File: config.mk
export PLATFORM = sky130hd
export DESIGN_NAME = quad_word_serializer
export DESIGN_NICKNAME = d
export VERILOG_FILES = /design/src/rtl/quad_word_serializer.sv
export SDC_FILE = /design/constraint.sdc
export NUM_CORES = 1
export LEC_CHECK = 0
export ABC_AREA = 1
export BUFFER_PORTS_ARGS = -buffer_cell sky130_fd_sc_hd__buf_4
export CORE_MARGIN = 1
export CORE_UTILIZATION = 56
export DETAILED_ROUTE_END_ITERATION = 10
export PLACE_DENSITY = 0.84
export SYNTH_ARGS = -nofsm -noshare
export SYNTH_HDL_FRONTEND = slang
export SYNTH_SLANG_ARGS = --single-unit
File: constraint.sdc
create_clock -name clock -period 3.9 [get_ports clock]
set_input_delay 0.195 -clock clock [delete_from_list [all_inputs] [get_ports clock]]
set_output_delay 0.195 -clock clock [all_outputs]
set_load 0.05 [all_outputs]
File: src/rtl/quad_word_serializer.sv
// quad_word_serializer
// Snapshots four upstream register words on a capture strobe and streams them
// out one word per beat over a valid/ready handshake. Captures that arrive
// while a burst is in flight are dropped and counted (saturating), except on
// the last-beat transfer cycle, where they start a back-to-back burst.
//
// Build option: define QWSER_CHECKSUM_EN to append a fifth beat carrying the
// mod-2^WIDTH sum of the four captured words.
//
// state | meaning
// ------+--------------------------------------------------
// IDLE  | no burst in flight, waiting for capture
// SEND  | presenting word_q[idx_q] with out_valid high
module quad_word_serializer #(
   parameter int WIDTH  = 32,
   parameter int DROP_W = 16
) (
   input  logic              clock,
   input  logic              reset,
   input  logic [WIDTH-1:0]  in_a,
   input  logic [WIDTH-1:0]  in_b,
   input  logic [WIDTH-1:0]  in_c,
   input  logic [WIDTH-1:0]  in_d,
   input  logic              capture,
   output logic [WIDTH-1:0]  out_data,
   output logic              out_valid,
   input  logic              out_ready,
   output logic              out_last,
   output logic [2:0]        out_index,
   output logic              busy,
   output logic [DROP_W-1:0] drop_count
);

`ifdef QWSER_CHECKSUM_EN
   localparam int         NWORDS   = 5;
   localparam logic [2:0] LAST_IDX = 3'd4;
`else
   localparam int         NWORDS   = 4;
   localparam logic [2:0] LAST_IDX = 3'd3;
`endif

   typedef enum logic {
      IDLE = 1'b0,
      SEND = 1'b1
   } state_t;

   state_t              state_q, state_d;
   logic [2:0]          idx_q, idx_d;
   logic [DROP_W-1:0]   drop_q, drop_d;
   logic [WIDTH-1:0]    word_q [NWORDS];
   logic [WIDTH-1:0]    word_d [NWORDS];
   logic                load;
   logic                last_xfer;

   // State, beat index, drop counter and word buffer registers
   always_ff @(posedge clock) begin
      if (reset) begin
         state_q <= IDLE;
         idx_q   <= 3'd0;
         drop_q  <= '0;
         for (int i = 0; i < NWORDS; i++) begin
            word_q[i] <= '0;
         end
      end else begin
         state_q <= state_d;
         idx_q   <= idx_d;
         drop_q  <= drop_d;
         for (int i = 0; i < NWORDS; i++) begin
            word_q[i] <= word_d[i];
         end
      end
   end

   // Next-state: burst sequencing, capture acceptance and drop counting
   always_comb begin
      state_d   = state_q;
      idx_d     = idx_q;
      drop_d    = drop_q;
      word_d    = word_q;
      load      = 1'b0;
      last_xfer = 1'b0;
      case (state_q)
         IDLE: begin
            if (capture) begin
               load    = 1'b1;
               state_d = SEND;
               idx_d   = 3'd0;
            end
         end
         SEND: begin
            last_xfer = out_ready && (idx_q == LAST_IDX);
            if (out_ready) begin
               if (idx_q == LAST_IDX) begin
                  idx_d = 3'd0;
                  if (capture) begin
                     load = 1'b1;
                  end else begin
                     state_d = IDLE;
                  end
               end else begin
                  idx_d = idx_q + 3'd1;
               end
            end
            // a capture that cannot start a new burst is lost; count it
            if (capture && !last_xfer && (drop_q != {DROP_W{1'b1}})) begin
               drop_d = drop_q + DROP_W'(1);
            end
         end
         default: begin
            state_d = IDLE;
            idx_d   = 3'd0;
         end
      endcase
      if (load) begin
         word_d[0] = in_a;
         word_d[1] = in_b;
         word_d[2] = in_c;
         word_d[3] = in_d;
`ifdef QWSER_CHECKSUM_EN
         word_d[4] = in_a + in_b + in_c + in_d;
`endif
      end
   end

   // Output decode: data is forced to zero whenever no beat is offered
   always_comb begin
      out_data = '0;
      if (state_q == SEND) begin
         case (idx_q)
            3'd0:    out_data = word_q[0];
            3'd1:    out_data = word_q[1];
            3'd2:    out_data = word_q[2];
            3'd3:    out_data = word_q[3];
`ifdef QWSER_CHECKSUM_EN
            3'd4:    out_data = word_q[4];
`endif
            default: out_data = '0;
         endcase
      end
      out_valid  = (state_q == SEND);
      busy       = (state_q == SEND);
      out_last   = (state_q == SEND) && (idx_q == LAST_IDX);
      out_index  = idx_q;
      drop_count = drop_q;
   end

endmodule
# Yosys cells after proc, flatten, opt, wreduce, memory -nomap -nowiden
# Index checks and enable logic that the tools add are counted.
op_classes:
  bitwise: 1
  reduce_logical: 8
  n_eq_ne: 6
  n_mux: 13
  add_sub_neg: 2
ops:
  columns: ["cell", "count"]
  rows:
  - ["one-hot mux 32 bit (4 select lines)", 1]
  - ["two-way mux 32 bit", 1]
  - ["adder 16 x 1 -> 16 bit (second input constant)", 1]
  - ["inequality test 16 bit (second input constant)", 1]
  - ["two-way mux 3 bit", 3]
  - ["== test 3 x 2 -> 1 bit (second input constant)", 2]
  - ["one-hot mux 3 bit (2 select lines)", 1]
  - ["two-way mux 1 bit", 5]
  - ["logical AND 1 bit", 4]
  - ["inequality test 2 bit (second input constant)", 2]
  - ["one-hot mux 1 bit (2 select lines)", 2]
  - ["AND reduction 2 bit", 2]
  - ["adder 3 x 1 -> 3 bit (second input constant)", 1]
  - ["== test 3 x 1 -> 1 bit (second input constant)", 1]
  - ["logical NOT 3 bit", 1]
  - ["logical NOT 1 bit", 1]
  - ["inverter 1 bit", 1]
word_totals:
  output_inout_bits: 54
  wordCells: 37
  input_bits: 132
  register_bits: 148

# Longest topological paths before layout
logic_depth:
  ltp_word: 6
  depth_mapped: 10
  mapped_depth_nobuf: 9

# Least setup slack after synthesis
# Ideal clock, no wire load.
synth_path:
  path_kind: "reg-to-output"
  start: "reg idx_q[1], in the netlist out_index[1]"
  end: "out out_data[24]"
  path_buffers: 2
  required_ns: 3.705
  slack_ns: 1.371
  arrival_time_ns: 2.334
  path_stages_with_launch: 6
  path_cell_list: "dfxtp_1 > ha_1 > buf_6 > buf_1 > nand3_1 > a41oi_1"
synth_via:
  elab_chain_len: 3
  word_cells_on_any_way: 6
  classes_between: "eq/ne: 3; mux: 2; reduce/logical: 1"
synth_rtl:
  columns: ["item", "line_no", "source"]
  rows:
  - ["from (decl)", "48", "logic [2:0] idx_q, idx_d;"]
  - ["from (signal assigned)", "66", "idx_q <= idx_d;"]
  - ["== test 3 x 2 -> 1 bit, or another cell as far along", "129", "case (idx_q)"]
  - ["one-hot mux 32 bit (4 select lines) *", "129", null]
  - ["two-way mux 32 bit *", "128", "if (state_q == SEND) begin"]
  - ["to (decl)", "25", "output logic [WIDTH-1:0] out_data,"]
# Every way passes the cells marked *; elsewhere a longest branch is shown, timed or not.

# Final worst setup path
layout_path:
  start: "reg idx_q[0], in the netlist out_index[0]"
  end: "out out_data[13]"
# Same word-level chain as after synthesis.

==> impl_metrics.json <==
{
  "cp.arrival_ns": 2.66,
  "setup_viol_count_final": 0,
  "io_pins": 186,
  "synth_edf_count": 0,
  "crit_top_cell": "buf_4",
  "clkSinkCount": 148,
  "grt_pass1_wl_um": 29400,
  "post-route-period-util_pct": 73.12,
  "path_clk_slew_ns": 0.05,
  "drv_cap": 0,
  "cpPeakStageDelay_ns": 0.63,
  "grt_max_degree": 131,
  "die_area_sq_mm": 0.01222,
  "die_y_um": 110.5,
  "grt_use_total_pct": 29.84,
  "tightest_slew_ns": 1.190,
  "syn_to_final_growth_pct": 27.56,
  "diodes": 0,
  "syn_inst": 920,
  "crit_start": "out_index[0]",
  "port-buffer-count": 185,
  "critical_path_class": "reg -> out",
  "hold_viol": 0,
  "synth_top_family_by_area": "simple AND/OR/NAND/NOR gates",
  "total_power_uw": 3606,
  "drc_errors": 0,
  "numCtsBuffers": 17,
  "rr_startpoint": "out_index[0]",
  "cp.required_ns": 3.70,
  "routedWlPerCell_um": 14.84,
  "min_path_type": "in -> reg",
  "initial_core_util_pct": 57.53,
  "synthesis.area_sq_mm": 0.006598,
  "syn_avg_cell_area_sq_um": 7.171,
  "syn_nets": 1057,
  "synth_mux_area_share_pct": 0,
  "dr.pass1.iters": 5,
  "clock_path_buffers": 2,
  "dp_cells": 1182,
  "grt_overflow_total": 0,
  "num_rows": 39,
  "antenna_found_initial": 0,
  "fmax_ghz": 0.3507,
  "crit_chain": "inv_1, ha_1, buf_4, nand3_1, a41oi_1, buf_4",
  "path_max_fanout": 17,
  "ys_seq_area_share_pct": 44.91,
  "endpoint_kind": "output port",
  "synth-seq-cells": 148,
  "synth_xor_area_share_pct": 0.7965,
  "grt_pass1_vias": 6182,
  "period_needed_ns": 2.852,
  "synth_fa_ha_area_share_pct": 0.9482,
  "yosys_most_used_dff": "dfxtp_1",
  "htree_levels": 4,
  "drv_slew": 0,
  "root_buffer": "clkbuf_16",
  "cpMaxStageDelayCell": "ha_1",
  "yosysUniqueCellTypes": 28,
  "wirelength_um": 17980,
  "p_leak_uw": 0.003460,
  "fin_cells": 1212,
  "core-area_sq_mm": 0.01147,
  "outcome": "finished, final reports clean",
  "routed-via-count": 6819,
  "die_w_um": 110.5,
  "relSlewSlack_pct": 20.66,
  "cts_repair_resize_count": 0,
  "hold_buffers": 0,
  "power.density_mw_per_mm2": 428.4,
  "async_reset_ff_share_pct": 0,
  "hold_start": "in_a[6]",
  "cts_tree": "yes",
  "ir_worst_vdd_uv": 464.6,
  "cp_top_family": "buffers and inverters",
  "path_buf_inv": 3,
  "postCtsSetupBuffers": 0,
  "rsz0062_at_grt": "no",
  "ys_warn_count": 0,
  "clk_latency_ns": 0.42,
  "place_congestion": 0.8009,
  "viasPerCell": 5.626,
  "layout.nets": 1195,
  "postRouteAntennaNets": 0,
  "finClkSkew_ns": 0.003587,
  "synth_compound_area_share_pct": 15.89,
  "synth_simple_gate_area_share_pct": 31.10,
  "startpoint_type": "flop",
  "dp_hpwl_um": 11300,
  "drt-initial-drc-count": 647,
  "fin_setup_tns_ns": 0,
  "drive_gt1_share_pct": 22.17
}
-- routing by layer --
metal	up-vias	GRT usage (%)	part of all wire (%)
met5	-	0	0
met4	0	13.87	2.9
met3	36	7.958	7.2
met2	302	46.42	47
met1	3115	38.56	43
li1	3366	-	-
-- layout make-up --
type | instances | area (sq um)
Sequential cell | 148 | 2963
Fill cell | 963 | 3052
Timing Repair Buffer | 195 | 1464
Tap cell | 143 | 178.9
Multi-Input combinational cell | 677 | 3223
Clock buffer | 24 | 481.7
Clock inverter | 6 | 30.03
Inverter | 19 | 75.07
-- synthesized netlist by cell type, types with 2 or more instances --
cell type	count	area share, %
ha_1	5	0.95
inv_1	19	1.1
clkbuf_1	43	2.4
nand3_1	139	11
a21oi_1	13	0.99
buf_1	4	0.23
o21ai_0	128	9.7
nand2_1	56	3.2
clkbuf_2	2	0.15
xor2_1	5	0.66
a41oi_1	32	4.2
nand3b_1	2	0.23
nor2_1	277	16
buf_6	3	0.51
dfxtp_1	148	45
nor2_4	3	0.51
buf_2	21	1.6
buf_4	3	0.34
nand2_2	2	0.19
nand4_1	3	0.28
o21ai_1	2	0.15
a21oi_2	4	0.53
-- worst paths after layout --
| kind | to | slack, ns | cells after the start |
|---|---|---|---|
| worst max register to register | word_q[118] | 1.70 | 8 |
| worst min register to register | word_q[37] | 0.48 | 2 |
| worst min-delay path | word_q[102] | 0.006 | 3 |
| worst max-delay path | out_data[13] | 1.05 | 6 |
-- registers in the layout (all words and copies together) (netlist names) --
register and cells:
out_index 3, drop_count 16, word_q 128, busy 1
-- through the flow --
step | setup slack (ns) | hold WS [ns] | cell area, sq um | util, %
2_1_floorplan | 1.371 | 0.2641 | 6598 | -
3_3_place_gp | 1.633 | 0.4331 | 7904 | 68.93
3_5_place_dp | 1.577 | 0.4389 | 7904 | 68.93
4_1_cts | 1.065 | 0.0002527 | 8416 | 73.39
5_1_grt | 0.9383 | 0.01121 | 8416 | 73.39
6_report | 1.048 | 0.006490 | 8416 | 73.39
-- logic make-up (layout without fill, tap and decap cells) --
group	Yosys count	after routing
DFF	148	148
xor gates and xnor gates	6	6
AOI/OAI and AO/OA	181	181
adders and majority gates	5	5
buffers and inverters	95	244
and+or+nand+nor	485	485
-- placed cells by master, fill, tap and decap left out, types with 3 or more instances in the layout --
master | synthesis | final
buf_4 | 3 | 195
a21oi_1 | 13 | 13
clkbuf_16 | 0 | 17
nand4_1 | 3 | 3
clkbuf_1 | 43 | 4
o21ai_0 | 128 | 128
ha_1 | 5 | 5
nand3_1 | 139 | 139
nor2_4 | 3 | 3
clkbuf_8 | 0 | 3
clkinv_2 | 0 | 7
nand2_1 | 56 | 55
xor2_1 | 5 | 5
nor2_1 | 277 | 277
inv_1 | 19 | 16
a21oi_2 | 4 | 4
a41oi_1 | 32 | 32
dfxtp_1 | 148 | 148
-- worst min-delay path, cell delays in order --
cell and delay [ns]:
buf_4 0.08, o21ai_1 0.05, nor2_1 0.07
-- power breakdown --
| group | internal, uW | switching (uW) | total (uW) |
|---|---|---|---|
| registers | 1620 | 59.8 | 1680 |
| logic | 206 | 294 | 499 |
| clock network | 848 | 579 | 1430 |
| total | 2670 | 932 | 3610 |
Note: power is estimated with default switching activity, not from simulation.
